**config.mk**
```make
export PLATFORM = sky130hd
export DESIGN_NAME = regfile_write_arbiter
export DESIGN_NICKNAME = d
export VERILOG_FILES = /design/src/rtl/regfile_pkg.sv /design/src/rtl/regfile_write_arbiter_write_buffer.sv /design/src/rtl/regfile_write_arbiter.sv
export SDC_FILE = /design/constraint.sdc
export NUM_CORES = 1
export LEC_CHECK = 0
export ABC_AREA = 1
export BUFFER_PORTS_ARGS = -buffer_cell sky130_fd_sc_hd__buf_2
export CORE_MARGIN = 8
export CORE_UTILIZATION = 45
export CTS_CLUSTER_SIZE = 14
export DETAILED_ROUTE_END_ITERATION = 7
export MAX_ROUTING_LAYER = met4
export PLACE_DENSITY_LB_ADDON = 0.3
export SLEW_MARGIN = 20
export SYNTH_ARGS = -nofsm -noshare
export SYNTH_HDL_FRONTEND = slang
export SYNTH_SLANG_ARGS = --single-unit
```
**constraint.sdc**
```tcl
create_clock -name clock -period 3.5 [get_ports clock]
set_input_delay 0.35 -clock clock [delete_from_list [all_inputs] [get_ports clock]]
set_output_delay 0.35 -clock clock [all_outputs]
set_load 0.02 [all_outputs]
```
**src/rtl/regfile_pkg.sv**
```systemverilog
// Shared types and constants for the register file write path.
// Requester ids, buffer states and the write request bundle.
package regfile_pkg;

  localparam int REG_ADDR_WIDTH = 2;
  localparam int DATA_WIDTH     = 32;
  localparam int REGISTER_COUNT = 2 ** REG_ADDR_WIDTH;

  typedef logic requester_id_t;

  typedef enum logic {
    BUF_EMPTY = 1'b0,
    BUF_FULL  = 1'b1
  } buf_state_t;

  typedef struct packed {
    logic [REG_ADDR_WIDTH-1:0] register;
    logic [DATA_WIDTH-1:0]     data;
  } write_request_t;

endpackage

```
**src/rtl/regfile_write_arbiter_write_buffer.sv**
```systemverilog
// One-entry holding buffer for a single writeback requester.
// A grant and an accept on the same edge replace the entry.
module write_buffer #(
  parameter int DATA_WIDTH     = 32,
  parameter int REG_ADDR_WIDTH = 2
) (
  input  logic                      clock,
  input  logic                      reset,
  input  logic                      in_valid,
  input  logic [REG_ADDR_WIDTH-1:0] in_register,
  input  logic [DATA_WIDTH-1:0]     in_data,
  output logic                      in_ready,
  input  logic                      grant,
  output logic                      full,
  output logic                      accept,
  output logic [REG_ADDR_WIDTH-1:0] out_register,
  output logic [DATA_WIDTH-1:0]     out_data
);
  import regfile_pkg::*;

  buf_state_t                state_q, state_d;
  logic [REG_ADDR_WIDTH-1:0] reg_q, reg_d;
  logic [DATA_WIDTH-1:0]     data_q, data_d;

  // Ready comes from state and grant only, never from in_valid.
  assign in_ready     = !reset && ((state_q == BUF_EMPTY) || grant);
  assign accept       = in_valid && in_ready;
  assign full         = (state_q == BUF_FULL);
  assign out_register = reg_q;
  assign out_data     = data_q;

  always_comb begin
    state_d = state_q;
    reg_d   = reg_q;
    data_d  = data_q;
    if (accept) begin
      state_d = BUF_FULL;
      reg_d   = in_register;
      data_d  = in_data;
    end else if (grant) begin
      state_d = BUF_EMPTY;
    end
  end

  always_ff @(posedge clock) begin
    if (reset) begin
      state_q <= BUF_EMPTY;
      reg_q   <= '0;
      data_q  <= '0;
    end else begin
      state_q <= state_d;
      reg_q   <= reg_d;
      data_q  <= data_d;
    end
  end

endmodule

```
**src/rtl/regfile_write_arbiter.sv**
```systemverilog
// Two-requester arbiter for the register file write port.
// Oldest-first with round-robin tiebreak; registered write port.
module regfile_write_arbiter #(
  parameter int DATA_WIDTH     = 32,
  parameter int REG_ADDR_WIDTH = 2
) (
  input  logic                         clock,
  input  logic                         reset,
  input  logic                         req0_valid,
  input  logic [REG_ADDR_WIDTH-1:0]    req0_register,
  input  logic [DATA_WIDTH-1:0]        req0_data,
  output logic                         req0_ready,
  input  logic                         req1_valid,
  input  logic [REG_ADDR_WIDTH-1:0]    req1_register,
  input  logic [DATA_WIDTH-1:0]        req1_data,
  output logic                         req1_ready,
  output logic [REG_ADDR_WIDTH-1:0]    write_register,
  output logic [DATA_WIDTH-1:0]        write_data,
  output logic                         write_enable,
  output logic [2**REG_ADDR_WIDTH-1:0] pending
);
  import regfile_pkg::*;

  localparam int REG_COUNT = 2 ** REG_ADDR_WIDTH;

  logic [1:0]                full, accept, grant, full_next;
  logic [REG_ADDR_WIDTH-1:0] buf_reg  [2];
  logic [DATA_WIDTH-1:0]     buf_data [2];

  logic          any_grant;
  requester_id_t gid;

  logic                      age_valid_q, age_valid_d;
  requester_id_t             older_q, older_d;
  requester_id_t             ptr_q, ptr_d;
  logic                      we_q, we_d;
  logic [REG_ADDR_WIDTH-1:0] wreg_q, wreg_d;
  logic [DATA_WIDTH-1:0]     wdata_q, wdata_d;

  write_buffer #(
    .DATA_WIDTH    (DATA_WIDTH),
    .REG_ADDR_WIDTH(REG_ADDR_WIDTH)
  ) u_buf0 (
    .clock       (clock),
    .reset       (reset),
    .in_valid    (req0_valid),
    .in_register (req0_register),
    .in_data     (req0_data),
    .in_ready    (req0_ready),
    .grant       (grant[0]),
    .full        (full[0]),
    .accept      (accept[0]),
    .out_register(buf_reg[0]),
    .out_data    (buf_data[0])
  );

  write_buffer #(
    .DATA_WIDTH    (DATA_WIDTH),
    .REG_ADDR_WIDTH(REG_ADDR_WIDTH)
  ) u_buf1 (
    .clock       (clock),
    .reset       (reset),
    .in_valid    (req1_valid),
    .in_register (req1_register),
    .in_data     (req1_data),
    .in_ready    (req1_ready),
    .grant       (grant[1]),
    .full        (full[1]),
    .accept      (accept[1]),
    .out_register(buf_reg[1]),
    .out_data    (buf_data[1])
  );

  always_comb begin
    gid = 1'b0;
    unique case (1'b1)
      (full == 2'b11) && age_valid_q:  gid = older_q;
      (full == 2'b11) && !age_valid_q: gid = ptr_q;
      default:                         gid = full[1];
    endcase
    any_grant = |full;
    grant[0]  = any_grant && (gid == 1'b0);
    grant[1]  = any_grant && (gid == 1'b1);
    full_next = accept | (full & ~grant);
  end

  // A refill (including replace) makes that buffer the younger one.
  always_comb begin
    age_valid_d = age_valid_q;
    older_d     = older_q;
    if (full_next != 2'b11) begin
      age_valid_d = 1'b0;
    end else if (accept == 2'b01) begin
      age_valid_d = 1'b1;
      older_d     = 1'b1;
    end else if (accept == 2'b10) begin
      age_valid_d = 1'b1;
      older_d     = 1'b0;
    end else if (accept == 2'b11) begin
      age_valid_d = 1'b0;
    end
  end

  always_comb begin
    ptr_d   = any_grant ? ~gid : ptr_q;
    we_d    = any_grant;
    wreg_d  = wreg_q;
    wdata_d = wdata_q;
    if (any_grant) begin
      wreg_d  = buf_reg[gid];
      wdata_d = buf_data[gid];
    end
  end

  always_comb begin
    pending = '0;
    for (int r = 0; r < REG_COUNT; r++) begin
      if ((full[0] && buf_reg[0] == REG_ADDR_WIDTH'(r)) ||
          (full[1] && buf_reg[1] == REG_ADDR_WIDTH'(r)) ||
          (we_q && wreg_q == REG_ADDR_WIDTH'(r)))
        pending[r] = 1'b1;
    end
  end

  always_ff @(posedge clock) begin
    if (reset) begin
      age_valid_q <= 1'b0;
      older_q     <= 1'b0;
      ptr_q       <= 1'b0;
      we_q        <= 1'b0;
      wreg_q      <= '0;
      wdata_q     <= '0;
    end else begin
      age_valid_q <= age_valid_d;
      older_q     <= older_d;
      ptr_q       <= ptr_d;
      we_q        <= we_d;
      wreg_q      <= wreg_d;
      wdata_q     <= wdata_d;
    end
  end

  assign write_enable   = we_q;
  assign write_register = wreg_q;
  assign write_data     = wdata_q;

endmodule

```
==> reports/qor.txt <==
Hold_sp: req0_data[19]
Post-synth EDFFs: 0
DR vias/cell: 5.083
GR Overflow Total: 0
Yosys top cell area share: 49.76%
Post-synthesis sequential area ratio: 49.76%
Worst Path Required: 3770 ps
Crit-path cells: nand2_1, clkinv_2, nand3_2, nand2_2, nor2_4, buf_4, inv_1, ha_1, nor2_1, a211oi_1
CP max stage delay: 540 ps
PD cells: 478.6 nW/µm²
Final Net Count: 710
Slowest CP cell: nor2_4
Die area: 13,060 µm²
Crit path max fanout: 38
Largest net degree at the start of global routing: 69
Synth async-reset ratio: 0%
Std cell rows: 36
Final setup vio count: 0
CP endpoint kind: flop
Post-CTS setup buffer count: 0
Slew headroom: 51.58%
Hold Path Depth: 3
CTS resizes: 0
WS Path Type: flop to flop
Unique masters post-synth: 30
List of most frequent post-synthesis cells: nand2_1, dfxtp_1, nand3_1
Fin. Hold Viols: 0
Synth area leaders: dfxtp_1, nand3_1, nand2_1
CP startpoint kind: flop
Skew-Pair Late Insertion Delay: 360 ps
Minimum clock period: 2565 ps
Die height: 114.3 µm
Initial antenna violation count: 0
Worst Hold Slack: 181.3 ps
Most frequent cell after synthesis: nand2_1
Fraction of layout cells with a size suffix above 1: 22.50%
Worst Hold Class: input pin to flop
IO buf count: 112
# hold bufs at CTS: 0
Synthesized cell area: 4345 µm²
Vias in the first global route: 3,746
CTS Buf Count: 9
Placed Area: 4882 µm²
Worst-path clk slew: 100 ps
Bufs on Longest Clock Path: 2
Layout Utilization: 52.70%
Reg-to-reg slack, setup: 940 ps
Ports: 113
H-tree level count: 3
Status: finished clean
Initial Utilization: 45.29%
Actual slew at the worst max-slew pin: 726.3 ps
Final Skew: 7.170 ps
Main synth FF type: dfxtp_1
Vias: 3,929
Clk root buf: clkbuf_8
Fin crit share: 73.28%
Max Cap Violations: 0
Overall global routing resource usage: 18.05%
Post-route cell area: 5056 µm²
Final HPWL DP: 7729 µm
Hold Path Sink: u_buf0.out_data[19]$_SDFFE_PP0P_
GP Congestion: 0.8531
Worst Path Arrival: 2840 ps
RSZ-0062 raised after global routing: no
Synth Register Bits: 108
CTS tree: built
RR Endpoint: age_valid_q$_SDFFE_PP0P_
Reg2reg start: u_buf1.full$_SDFFE_PP0P_
Synth Instances: 547
Drt pass-1 iters: 5
Syn_nets: 621
Antenna Nets Post-Route: 0
Area leader, netlist: dfxtp_1
Fillers: 966
Pleak: 2.366 nW
Slew Limit Fails: 0
Worst vdd ir: 0.2089 mV
Achievable clock frequency: 389.9 MHz
R2R depth: 10
Synthesis-to-layout area growth: 16.35%
Die width: 114.3 µm
First-pass GRT wire length: 18,310 µm
Clock net sink count: 108
DRC Markers: 0
DRC violation total after the first TritonRoute iteration: 207
Placeable core region: 9594 µm²
Setup TNS: 0 ps
WL final: 11,410 µm
Syn avg cell area: 7.944 µm²
Synth Warn #: 0
WL per Instance: 14.75 µm
Antenna diode count: 0
==> routing by layer <==
| layer | wire [µm] | track usage, % | vias up |
|---|---|---|---|
| met2 | 5413 | 29.97 | 103 |
| li1 | - | - | 2010 |
| met5 | 0 | - | - |
| met4 | 143 | 6.477 | 0 |
| met1 | 5253 | 21.70 | 1803 |
| met3 | 595 | 2.901 | 13 |
==> sequential cells by signal (all words and copies together), names as in the netlist <==
register / count
u_buf0.out_data: 32
u_buf1.out_data: 32
write_data: 32
u_buf0.out_register: 2
u_buf1.out_register: 2
write_register: 2
age_valid_q: 1
older_q: 1
ptr_q: 1
u_buf0.full: 1
u_buf1.full: 1
write_enable: 1
==> layout by cell type (no fill, tap or decap), types with 3 or more instances in the layout <==
cell type,synthesis,routed
clkbuf_8,0,10
o21ai_0,33,33
inv_1,48,48
buf_4,3,7
o31ai_1,34,34
nor2_1,4,4
o21ai_1,36,36
a21oi_1,3,3
nand3_1,108,108
nand2_1,110,110
buf_2,12,112
dfxtp_1,108,108
==> metrics by stage <==
stage	setup WS, ps	cells	total power, mW
4_1_cts	923.3	773	2.444
3_3_place_gp	1056	758	1.758
3_5_place_dp	969.5	758	1.769
6_report	935.1	773	2.420
5_1_grt	626.4	773	2.544
2_1_floorplan	1802	547	1.641
==> worst max-delay path by stage <==
stage	start	end	depth (start not counted)
after floorplan	u_buf1.full$_SDFFE_PP0P_	older_q$_SDFFE_PP0P_	12
after global placement	u_buf1.full$_SDFFE_PP0P_	older_q$_SDFFE_PP0P_	12
after detailed placement	u_buf1.full$_SDFFE_PP0P_	age_valid_q$_SDFFE_PP0P_	10
after CTS	u_buf1.full$_SDFFE_PP0P_	age_valid_q$_SDFFE_PP0P_	10
after global routing	u_buf1.full$_SDFFE_PP0P_	age_valid_q$_SDFFE_PP0P_	10
final	u_buf1.full$_SDFFE_PP0P_	age_valid_q$_SDFFE_PP0P_	10
==> area by class of cell <==
type	count	area, µm²	share of cell area, %
inverters	51	192.7	3.811
clock inverters	3	23.77	0.4702
clock buffers	12	145.1	2.871
repair buffers	119	613.1	12.13
well taps	133	166.4	3.291
flip-flops and latches	108	2162	42.76
multi-input cells	347	1753	34.67
==> cells by family after synthesis <==
group / synth area share (%)
AO/OA/AOI/OAI: 15.75
adder cells (fa/ha/maj): 0.5758
buffers and inverters: 10.02
flip-flops: 49.76
AND/OR/NAND/NOR: 23.90
==> report_power, final <==
group          switching [mW]  internal, mW
Clock                   0.405         0.277
Combinational           0.247         0.130
Sequential             0.0421          1.32
==> worst max-delay path: cells and delay by family (launching register included) <==
family / cells / cell delay, ps
compound gates: 1 / 210
fa+ha+maj: 1 / 330
buf+inv: 3 / 650
flops: 1 / 400
simple gates: 5 / 890
Note: power is estimated with default switching activity, not from simulation.
